<file path="src/rtl/pc_sequencer.sv">
// Fetch-side program counter sequencer: run/step/halt control, instruction limit,
// per-cycle commit strobe and next-PC fault detection (misalignment and wrap).
module pc_sequencer #(
  parameter logic [31:0] RESET_PC  = 32'h0000_0000,
  parameter int unsigned MAX_INSTR = 16,
  parameter int unsigned CNT_W     = 16
) (
  input  logic             clk,
  input  logic             rst,
  input  logic             start,
  input  logic             step_mode,
  input  logic             step,
  input  logic             halt_req,
  input  logic [31:0]      Output_Addr,
  output logic [31:0]      Input_Addr,
  output logic             commit,
  output logic             running,
  output logic             done,
  output logic             err,
  output logic [1:0]       err_code,
  output logic [CNT_W-1:0] instr_count
);

  if (MAX_INSTR == 0 || 64'(MAX_INSTR) > ((64'd1 << CNT_W) - 64'd1)) begin : g_bad_limit
    $error("pc_sequencer: MAX_INSTR must be in 1..2**CNT_W-1");
  end

  typedef enum logic [2:0] {
    S_IDLE,
    S_RUN,
    S_STEP,
    S_DONE,
    S_ERR
  } state_t;

  state_t            state, state_nx;
  logic [31:0]       pc_nx;
  logic [CNT_W-1:0]  cnt_nx;
  logic [1:0]        code_nx;
  logic              misaligned, wrap, fault, active;
  logic [CNT_W:0]    cnt_inc;
  logic              limit_hit;

  assign misaligned = (Output_Addr[1:0] != 2'b00);
  assign wrap       = (Output_Addr < Input_Addr);
  assign fault      = misaligned | wrap;
  // A cycle wants to advance in RUN always, in STEP only while step is high.
  assign active     = (state == S_RUN) | ((state == S_STEP) & step);
  assign commit     = active & ~halt_req & ~fault;

  assign cnt_inc    = {1'b0, instr_count} + (CNT_W+1)'(1);
  assign limit_hit  = (cnt_inc == (CNT_W+1)'(MAX_INSTR));

  assign running    = (state == S_RUN) | (state == S_STEP);
  assign done       = (state == S_DONE);
  assign err        = (state == S_ERR);

  always_comb begin
    state_nx = state;
    pc_nx    = Input_Addr;
    cnt_nx   = instr_count;
    code_nx  = err_code;
    case (state)
      S_IDLE, S_DONE, S_ERR: begin
        if (start) begin
          pc_nx    = RESET_PC;
          cnt_nx   = '0;
          code_nx  = 2'b00;
          state_nx = step_mode ? S_STEP : S_RUN;
        end
      end
      S_RUN, S_STEP: begin
        if (halt_req) begin
          state_nx = S_IDLE;
        end else if (active && fault) begin
          state_nx = S_ERR;
          code_nx  = misaligned ? 2'b01 : 2'b10;
        end else if (commit) begin
          pc_nx  = Output_Addr;
          cnt_nx = cnt_inc[CNT_W] ? instr_count : cnt_inc[CNT_W-1:0];
          if (limit_hit) state_nx = S_DONE;
        end
      end
      default: state_nx = S_IDLE;
    endcase
  end

  always_ff @(posedge clk or posedge rst) begin
    if (rst) begin
      state       <= S_IDLE;
      Input_Addr  <= RESET_PC;
      instr_count <= '0;
      err_code    <= 2'b00;
    end else begin
      state       <= state_nx;
      Input_Addr  <= pc_nx;
      instr_count <= cnt_nx;
      err_code    <= code_nx;
    end
  end

endmodule

</file>
<file path="config.mk">
export PLATFORM = sky130hd
export DESIGN_NAME = pc_sequencer
export DESIGN_NICKNAME = d
export VERILOG_FILES = /design/src/rtl/pc_sequencer.sv
export SDC_FILE = /design/constraint.sdc
export NUM_CORES = 1
export LEC_CHECK = 0
export BUFFER_PORTS_ARGS = -buffer_cell sky130_fd_sc_hd__buf_2
export CORE_UTILIZATION = 40
export DETAILED_ROUTE_END_ITERATION = 8
export MAX_ROUTING_LAYER = met4
export SKIP_CTS_REPAIR_TIMING = 1
export SLEW_MARGIN = 15
export SYNTH_ARGS = -nofsm -noshare
export SYNTH_HDL_FRONTEND = slang
export SYNTH_SLANG_ARGS = --single-unit
</file>
<file path="constraint.sdc">
create_clock -name clk -period 3.3 [get_ports clk]
set_input_delay 0.66 -clock clk [delete_from_list [all_inputs] [get_ports clk]]
set_output_delay 0.66 -clock clk [all_outputs]
set_load 0.1 [all_outputs]
</file>
Yosys cells after proc, flatten, opt, wreduce, memory -nomap -nowiden. Cells that the tools add are included.

Register bits: 53. Input bits: 38. Output and inout bits: 54. Logic and storage cells: 60.

Add/sub/neg operators: 1. $lt $le $gt $ge: 1. Eq/ne operators: 13. Mux-type cells: 23. Bitwise gates (word level): 8. Reductions and logical operators: 10.

Operators with widths (number): $mux 32 (4); $mux 16 (5); $pmux 32 s2 (1); $lt 32x32->1 (1); $pmux 16 s2 (1); $add 16x1->17 const B (1); $eq 17x5->1 const B (1); $mux 3 (5); $ne 2x2->1 const B (6); $mux 2 (5); $ne 4x4->1 const B (2); $eq 3x2->1 const B (2); $pmux 3 s2 (1); $reduce_and 6->1 (1); $reduce_and 5->1 (1); $pmux 2 s2 (1); $reduce_and 4->1 (1); $reduce_bool 2->1 (2); $and 1x1->1 (3); $eq 3x1->1 const B (1); $eq 3x3->1 const B (1); $logic_not 3->1 (1); $or 1x1->1 (3); $reduce_and 3->1 (1); other kinds (4) (5).

Logic depth before layout (Yosys ltp). Gate-level depths: netlist of the first run.

Depth in word-level cells: 9. Gate-level depth with buffers: 12. Gate-level depth less buffers: 10.

Worst setup path after synthesis of the first run. Ideal clock, no wire load.

Path type: register to output. From: register Input_Addr[15]. To: output commit. Arrival time: 3.011 ns. Required time: 2.640 ns. Slack: -0.371 ns. Stages on the path, launching flop included: 11. Buffers on the path: 2. Cell sequence: dfrtp_1 -> inv_1 -> ha_1 -> nand4_1 -> or3_1 -> a221oi_2 -> o41ai_2 -> a211o_1 -> buf_6 -> clkinv_4 -> buf_4.

Cells in the longest elaborated chain, start to end: 4.

RTL lines: start, declared (RTL line 15) `output logic [31:0] Input_Addr,`; start signal, assigned (RTL line 96) `Input_Addr <= pc_nx;`; $lt 32x32->1 (RTL line 45) `assign wrap = (Output_Addr < Input_Addr);`; $or 1x1->1 (RTL line 46) `assign fault = misaligned | wrap;`; $not 1->1 (RTL line 49) `assign commit = active & ~halt_req & ~fault;`; $and 1x1->1 (RTL line 49); end, declared (RTL line 16) `output logic commit,`.

No other way between the ends.

Final worst setup path of the first run.
From: input Output_Addr[14]. To: output commit.

Cells in the longest elaborated chain, start to end: 4.

RTL lines: start, declared (RTL line 14) `input logic [31:0] Output_Addr,`; $lt 32x32->1 (RTL line 45); $or 1x1->1 (RTL line 46); $not 1->1 (RTL line 49); $and 1x1->1 (RTL line 49).

No other way between the ends.

==> results.txt, run 1 <==
Port Buffers -> 91
Starting Density -> 0.418
Row Count -> 33
routability cong. -> 0.835
number of global-route vias before repair -> 3,007
area delta synth->final -> 21.1%
Post-synth EDFFs -> 0
Seq/Total Area, Yosys -> 0.382
critical-path maximum fanout -> 4
H-tree level count -> 2
TritonCTS clock tree -> yes
Unique masters post-synth -> 53
# diodes -> 0
first-pass GRT wire length -> 15,000 µm
register area -> 1360 µm²
Vias -> 3,214
final core utilization -> 0.506
DR top layer -> met4
min cycle time layout -> 3210 ps
detailed-route wire length -> 9200 µm
# fillers -> 794
critical path class -> in -> out
Final Cell Area -> 4200 µm²
Die H -> 95.1 µm
f_max -> 312 MHz
startpoint types -> input pin
routed len/inst -> 16.1 µm
max-cap viol count -> 0
Metal-1 WL -> 4450 µm
setup violators final -> 0
met2 wire len -> 4210 µm
Hold/Removal Path Class -> reg -> reg
full die area -> 9050 µm²
commonest non-fill, non-tap cell in the layout -> buf_2
final antenna-violating net count -> 0
commonest cells after routing, fill and taps aside -> buf_2 (90), inv_1 (41), ha_1 (32)
largest net degree at the start of global routing -> 42
skew final -> 13.2 ps
die width -> 95.1 µm
# DRC -> 0
synthesized area per cell -> 9.33 µm²
Post-synth ARST share -> 1.00
Mapped Cells -> 372
antenna violations before repair -> 0
Post-Syn Area -> 3470 µm²
clk root buf -> clkbuf_8
Ports -> 92
outcome -> completed
Pre-Repair DR Iteration Count -> 4
post-DP HPWL -> 6590 µm
clock sink count -> 53
Final Cycle Share -> 0.973
Post-Syn Nets -> 442
DP Area -> 4080 µm²
Core Box Area -> 8300 µm²
prevailing post-synth register cell -> dfrtp_1
warnings from Yosys -> 0
grt total ovfl -> 0
Multi-input gate area -> 1870 µm²
CP Data Required Time -> 2640 ps
kind of end point of the critical path -> output pin
worst-case clock buffer depth -> 2
actual slew at the worst max-slew pin -> 894 ps
layout cell share with drive strength beyond 1 -> 0.320
Vias/cell -> 5.64
max-slew violations -> 0
met3 wire length -> 459 µm
Arrival @ worst endpoint -> 2550 ps
Slew headroom -> 0.402
later-pin clock latency in the skew report -> 310 ps
VDD IR max -> 296 µV
Total GRT Usage -> 0.217
TritonCTS Buffers -> 5
Seq cells post-synth -> 53
DR iter-0 viols -> 124
power per cell area -> 640 nW/µm²
Worst-path clk slew -> 90 ps
Nets -> 534
Final Hold Fails -> 0
leakage power -> 1.99 nW
[layout make-up]
type / count / share of cell area
tap: 105 / 0.0313
inverter: 43 / 0.0396
clock inverter: 1 / 0.00119
multi-input combinational: 256 / 0.445
timing repair buffer: 105 / 0.137
sequential: 53 / 0.323
clock buffer: 7 / 0.0229
[registers in the layout (all words and copies together), names as in the netlist]
name         count
state            3
instr_count     16
Input_Addr      32
err_code         2
[where the power goes]
group          internal (mW)  switching, mW
clock                  0.191          0.226
combinational          0.365           1.10
sequential             0.724         0.0813
[stage by stage]
| stage | total power, mW | std cells | setup slack, ps | hold WS (ps) | TNS (ps) |
|---|---|---|---|---|---|
| after CTS | 2.70 | 569 | 35.8 | 520 | 0 |
| after floorplan | 2.00 | 372 | 7.62 | 530 | 0 |
| after global placement | 2.27 | 561 | 14.5 | 484 | 0 |
| final | 2.69 | 570 | 89.9 | 522 | 0 |
| after detailed placement | 2.28 | 561 | -43.6 | 496 | -875 |
| after global routing | 2.87 | 570 | -2.93 | 538 | -2.93 |
[Yosys cell counts (2+ instances only)]
master    number  area [µm²]
a21o_1         5        37.5
a41o_1         2        20.0
a211o_1        4        35.0
o21a_1         2        15.0
a31oi_1       14        87.6
nor2_1        11        41.3
nor3b_1        2        15.0
and2_1         3        18.8
buf_2          3        15.0
nand3b_1       2        15.0
clkbuf_1       9        33.8
inv_1         42         158
nor3_1        10        50.1
xnor2_1        3        26.3
nor4_1         2        12.5
nand2_1       23        86.3
or2_2          3        18.8
a211oi_1       2        15.0
a41oi_1        4        35.0
o21ai_0       24         120
buf_6          5        56.3
nand2b_1       5        31.3
nand3_1       11        55.1
a32oi_1        3        26.3
dfrtp_1       53        1330
nand4_1       10        62.6
a22o_1        31         272
a21oi_1       20         100
and3_1         6        37.5
ha_1          32         400
o31ai_1        3        22.5
buf_4          2        15.0
[metal layers]
| metal | vias to the layer above | track usage |
|---|---|---|
| li1 | 1559 | - |
| met1 | 1555 | 0.296 |
| met2 | 94 | 0.341 |
| met3 | 6 | 0.0239 |
| met4 | 0 | 0.0619 |
| met5 | - | - |
[kinds of logic (layout without fill, tap and decap cells)]
group | Yosys count | after routing | share of synthesized area
XOR/XNOR | 4 | 4 | 0.0101
flip-flops | 53 | 53 | 0.382
buffers and inverters | 63 | 156 | 0.0837
AO/OA/AOI/OAI | 125 | 125 | 0.260
multiplexers | 1 | 1 | 0.00325
adder cells (fa/ha/maj) | 32 | 32 | 0.115
AND/OR/NAND/NOR | 94 | 94 | 0.145
[final timing paths]
kind	cells after the start	to	startpoint	slack, ps
setup / recovery	9	commit	Output_Addr[14]	90
hold / removal	1	Input_Addr[21]	Input_Addr[21]	520
setup reg to reg	10	Input_Addr[12]	Input_Addr[7]	330
hold reg to reg	1	Input_Addr[21]	Input_Addr[21]	520
max in group asynchronous	3	instr_count[10]	rst	2110
min in group asynchronous	2	Input_Addr[26]	rst	530
[worst max-delay path: stages]
cell and delay [ps]:
buf_2 110, ha_1 290, nand4_1 140, or3_4 430, a221oi_4 210, o41ai_2 120, a211o_1 320, clkinv_4 90
buf_12 170
Power figures use the tool's default switching activity.
==> inputs of run 2 (changes only) <==
--- a/config.mk
+++ b/config.mk
@@ -5,10 +5,12 @@
 export SDC_FILE = /design/constraint.sdc
 export NUM_CORES = 1
 export LEC_CHECK = 0
+export ABC_AREA = 0
 export BUFFER_PORTS_ARGS = -buffer_cell sky130_fd_sc_hd__buf_2
-export CORE_UTILIZATION = 40
+export CORE_UTILIZATION = 53
 export DETAILED_ROUTE_END_ITERATION = 8
 export MAX_ROUTING_LAYER = met4
+export PLACE_DENSITY = 0.8
 export SKIP_CTS_REPAIR_TIMING = 1
 export SLEW_MARGIN = 15
 export SYNTH_ARGS = -nofsm -noshare
==> run 2 against run 1 <==
Net effect: worst setup slack better by 30 ps; count of clock-buffer cells in the layout did not move; combinational power shrank 4%; sequential power hardly changed; wire length decreased by 6.9%; register-to-register slack worse by 50 ps; critical endpoint unchanged.
==> results.txt, run 2 (synthesis gave the netlist of run 1 again) <==
outcome -> completed
detailed-route wire length -> 8560 µm (-6.9%)
Arrival @ worst endpoint -> 2520 ps (-30 ps)
f_max -> 314 MHz (+0.93%)
actual slew at the worst max-slew pin -> 825 ps (-69.8 ps)
# diodes -> 0 (unchanged)
Final Hold Fails -> 0 (unchanged)
DP Area -> 4000 µm² (-1.8%)
Int Pwr -> 1.30 mW (+1.9%)
Vias -> 3,231 (+0.53%)
Row Count -> 29 (-12%)
TritonCTS clock tree -> yes
Multi-input gate area -> 1890 µm² (+1.3%)
pre-CTS WS -> -11.1 ps (+32.5 ps)
Final Cycle Share -> 0.964 (-0.00898)
worst-case clock buffer depth -> 2 (unchanged)
critical path class -> in -> out
TritonCTS Buffers -> 5 (unchanged)
critical-path maximum fanout -> 4 (unchanged)
Worst-path clk slew -> 100 ps (about the same)
worst reg2reg path startpoint -> Input_Addr[19]
Total GRT Usage -> 0.263 (+0.0458)
VDD IR max -> 400 µV (+35%)
Comb power frac -> 0.526 (-0.019)
grt total ovfl -> 0 (unchanged)
routed len/inst -> 15.9 µm (-1.8%)
skew final -> 9.72 ps (-3.46 ps)
CP max stage cell -> or3_4
register area -> 1360 µm² (unchanged)
Nets -> 532 (-0.37%)
leakage power -> 1.99 nW (about the same)
setup slack after layout -> 120 ps (+29.6 ps)
final core utilization -> 0.660 (+0.154)
commonest non-fill, non-tap cell in the layout -> buf_2
clock share of power -> 0.174 (+0.019)
commonest cells after routing, fill and taps aside -> buf_2 (90), inv_1 (41), a22o_1 (31)
setup violators final -> 0 (unchanged)
sw frac -> 0.512 (-0.0112)
startpoint types -> input pin
Port Buffers -> 91 (unchanged)
Die H -> 82.9 µm (-13%)
first-pass GRT wire length -> 14,400 µm (-3.5%)
Slew headroom -> 0.448 (+0.0467)
Seq pwr share -> 0.300 (about the same)
# DRC -> 0 (unchanged)
later-pin clock latency in the skew report -> 310 ps (about the same)
RSZ-0062 raised after global routing -> no
Worst R2R Path Depth -> 11 (+1)
Largest register FFs -> 32 (unchanged)
Final Cell Area -> 4190 µm² (-0.24%)
r2r setup slk -> 280 ps (-50 ps)
number of global-route vias before repair -> 3,026 (+0.63%)
max-cap viol count -> 0 (unchanged)
H-tree level count -> 2 (unchanged)
Core Box Area -> 6350 µm² (-23%)
hold slack -> 416 ps (-105 ps)
clock sink count -> 53 (unchanged)
full die area -> 6870 µm² (-24%)
# fillers -> 528 (-34%)
kind of end point of the critical path -> output pin
Hold/Removal Path Class -> in -> async
DR iter-0 viols -> 185 (+49%)
largest net degree at the start of global routing -> 41 (-2.4%)
largest reg by FF count -> Input_Addr
final antenna-violating net count -> 0 (unchanged)
crit path cell chain -> buf_2, ha_1, nand4_1, or3_4, a221oi_4, o41ai_2, a211o_1, clkinv_4, buf_12
Vias/cell -> 5.98 (+6.1%)
NetSw -> 1.37 mW (-2.6%)
min cycle time layout -> 3180 ps (-29.6 ps)
Pre-Repair DR Iteration Count -> 5 (+1)
max-slew violations -> 0 (unchanged)
die width -> 82.9 µm (-13%)
area delta synth->final -> 20.8%
routability cong. -> 0.912 (+9.2%)
worst reg2reg path endpoint -> Input_Addr[26]
power per cell area -> 638 nW/µm² (-0.21%)
clk root buf -> clkbuf_8
post-DP HPWL -> 6230 µm (-5.5%)
Top Registers -> Input_Addr x32, instr_count x16, state x3
Ports -> 92 (unchanged)
layout cell share with drive strength beyond 1 -> 0.320 (-0.000776)
Starting Density -> 0.546 (+0.128)
max incr delay on CP -> 420 ps (about the same)
CP Data Required Time -> 2640 ps (about the same)
antenna violations before repair -> 0 (unchanged)
[run 2: worst max-delay path by stage]
| stage | end | slack [ps] | startpoint | depth (start not counted) |
|---|---|---|---|---|
| 2_1_floorplan | commit | 8 | Input_Addr[15] | 10 |
| 4_1_cts | commit | 2 | Output_Addr[15] | 9 |
| 3_3_place_gp | commit | 30 | Output_Addr[15] | 9 |
| 5_1_grt | commit | 20 | Output_Addr[13] | 9 |
| 6_report | commit | 120 | Output_Addr[11] | 9 |
| 3_5_place_dp | instr_count[5] | -10 | Output_Addr[15] | 11 |
[run 2: worst max-delay path, delay by kind of cell]
family,cells,cell delay [ps]
compound gates,3,630
fa+ha+maj,1,300
buf+inv,3,360
simple gates,2,550
[run 2: through the flow]
stage	TNS (ps)	power [mW]	std cells
floorplan	0	2.00	372
global placement	0	2.18	528
detailed placement	-11.1	2.21	528
CTS	0	2.68	536
global route	0	2.84	540
finish	0	2.68	540
[run 2: power groups by stage]
| stage | registers [mW] | clock network (mW) | logic (mW) |
|---|---|---|---|
| 6_report | 0.803 | 0.466 | 1.41 |
| 4_1_cts | 0.802 | 0.479 | 1.40 |
| 5_1_grt | 0.818 | 0.501 | 1.52 |
| 2_1_floorplan | 1.18 | 0 | 0.820 |
| 3_3_place_gp | 0.811 | 0 | 1.37 |
| 3_5_place_dp | 0.813 | 0 | 1.39 |
[run 2: final cells by class]
cell class | instances | area share
clock inverter | 1 | 0.00717
sequential | 53 | 0.324
multi-input combinational | 256 | 0.452
inverter | 43 | 0.0397
timing repair buffer | 103 | 0.134
tap | 77 | 0.0230
clock buffer | 7 | 0.0206
[run 2: per-layer routing]
layer / part of all wire / up-vias / GRT usage
met5: 0 / - / -
met3: 0.062 / 7 / 0.0457
met2: 0.48 / 129 / 0.412
met1: 0.45 / 1542 / 0.353
li1: - / 1553 / -
met4: 0.0093 / 0 / 0.0752
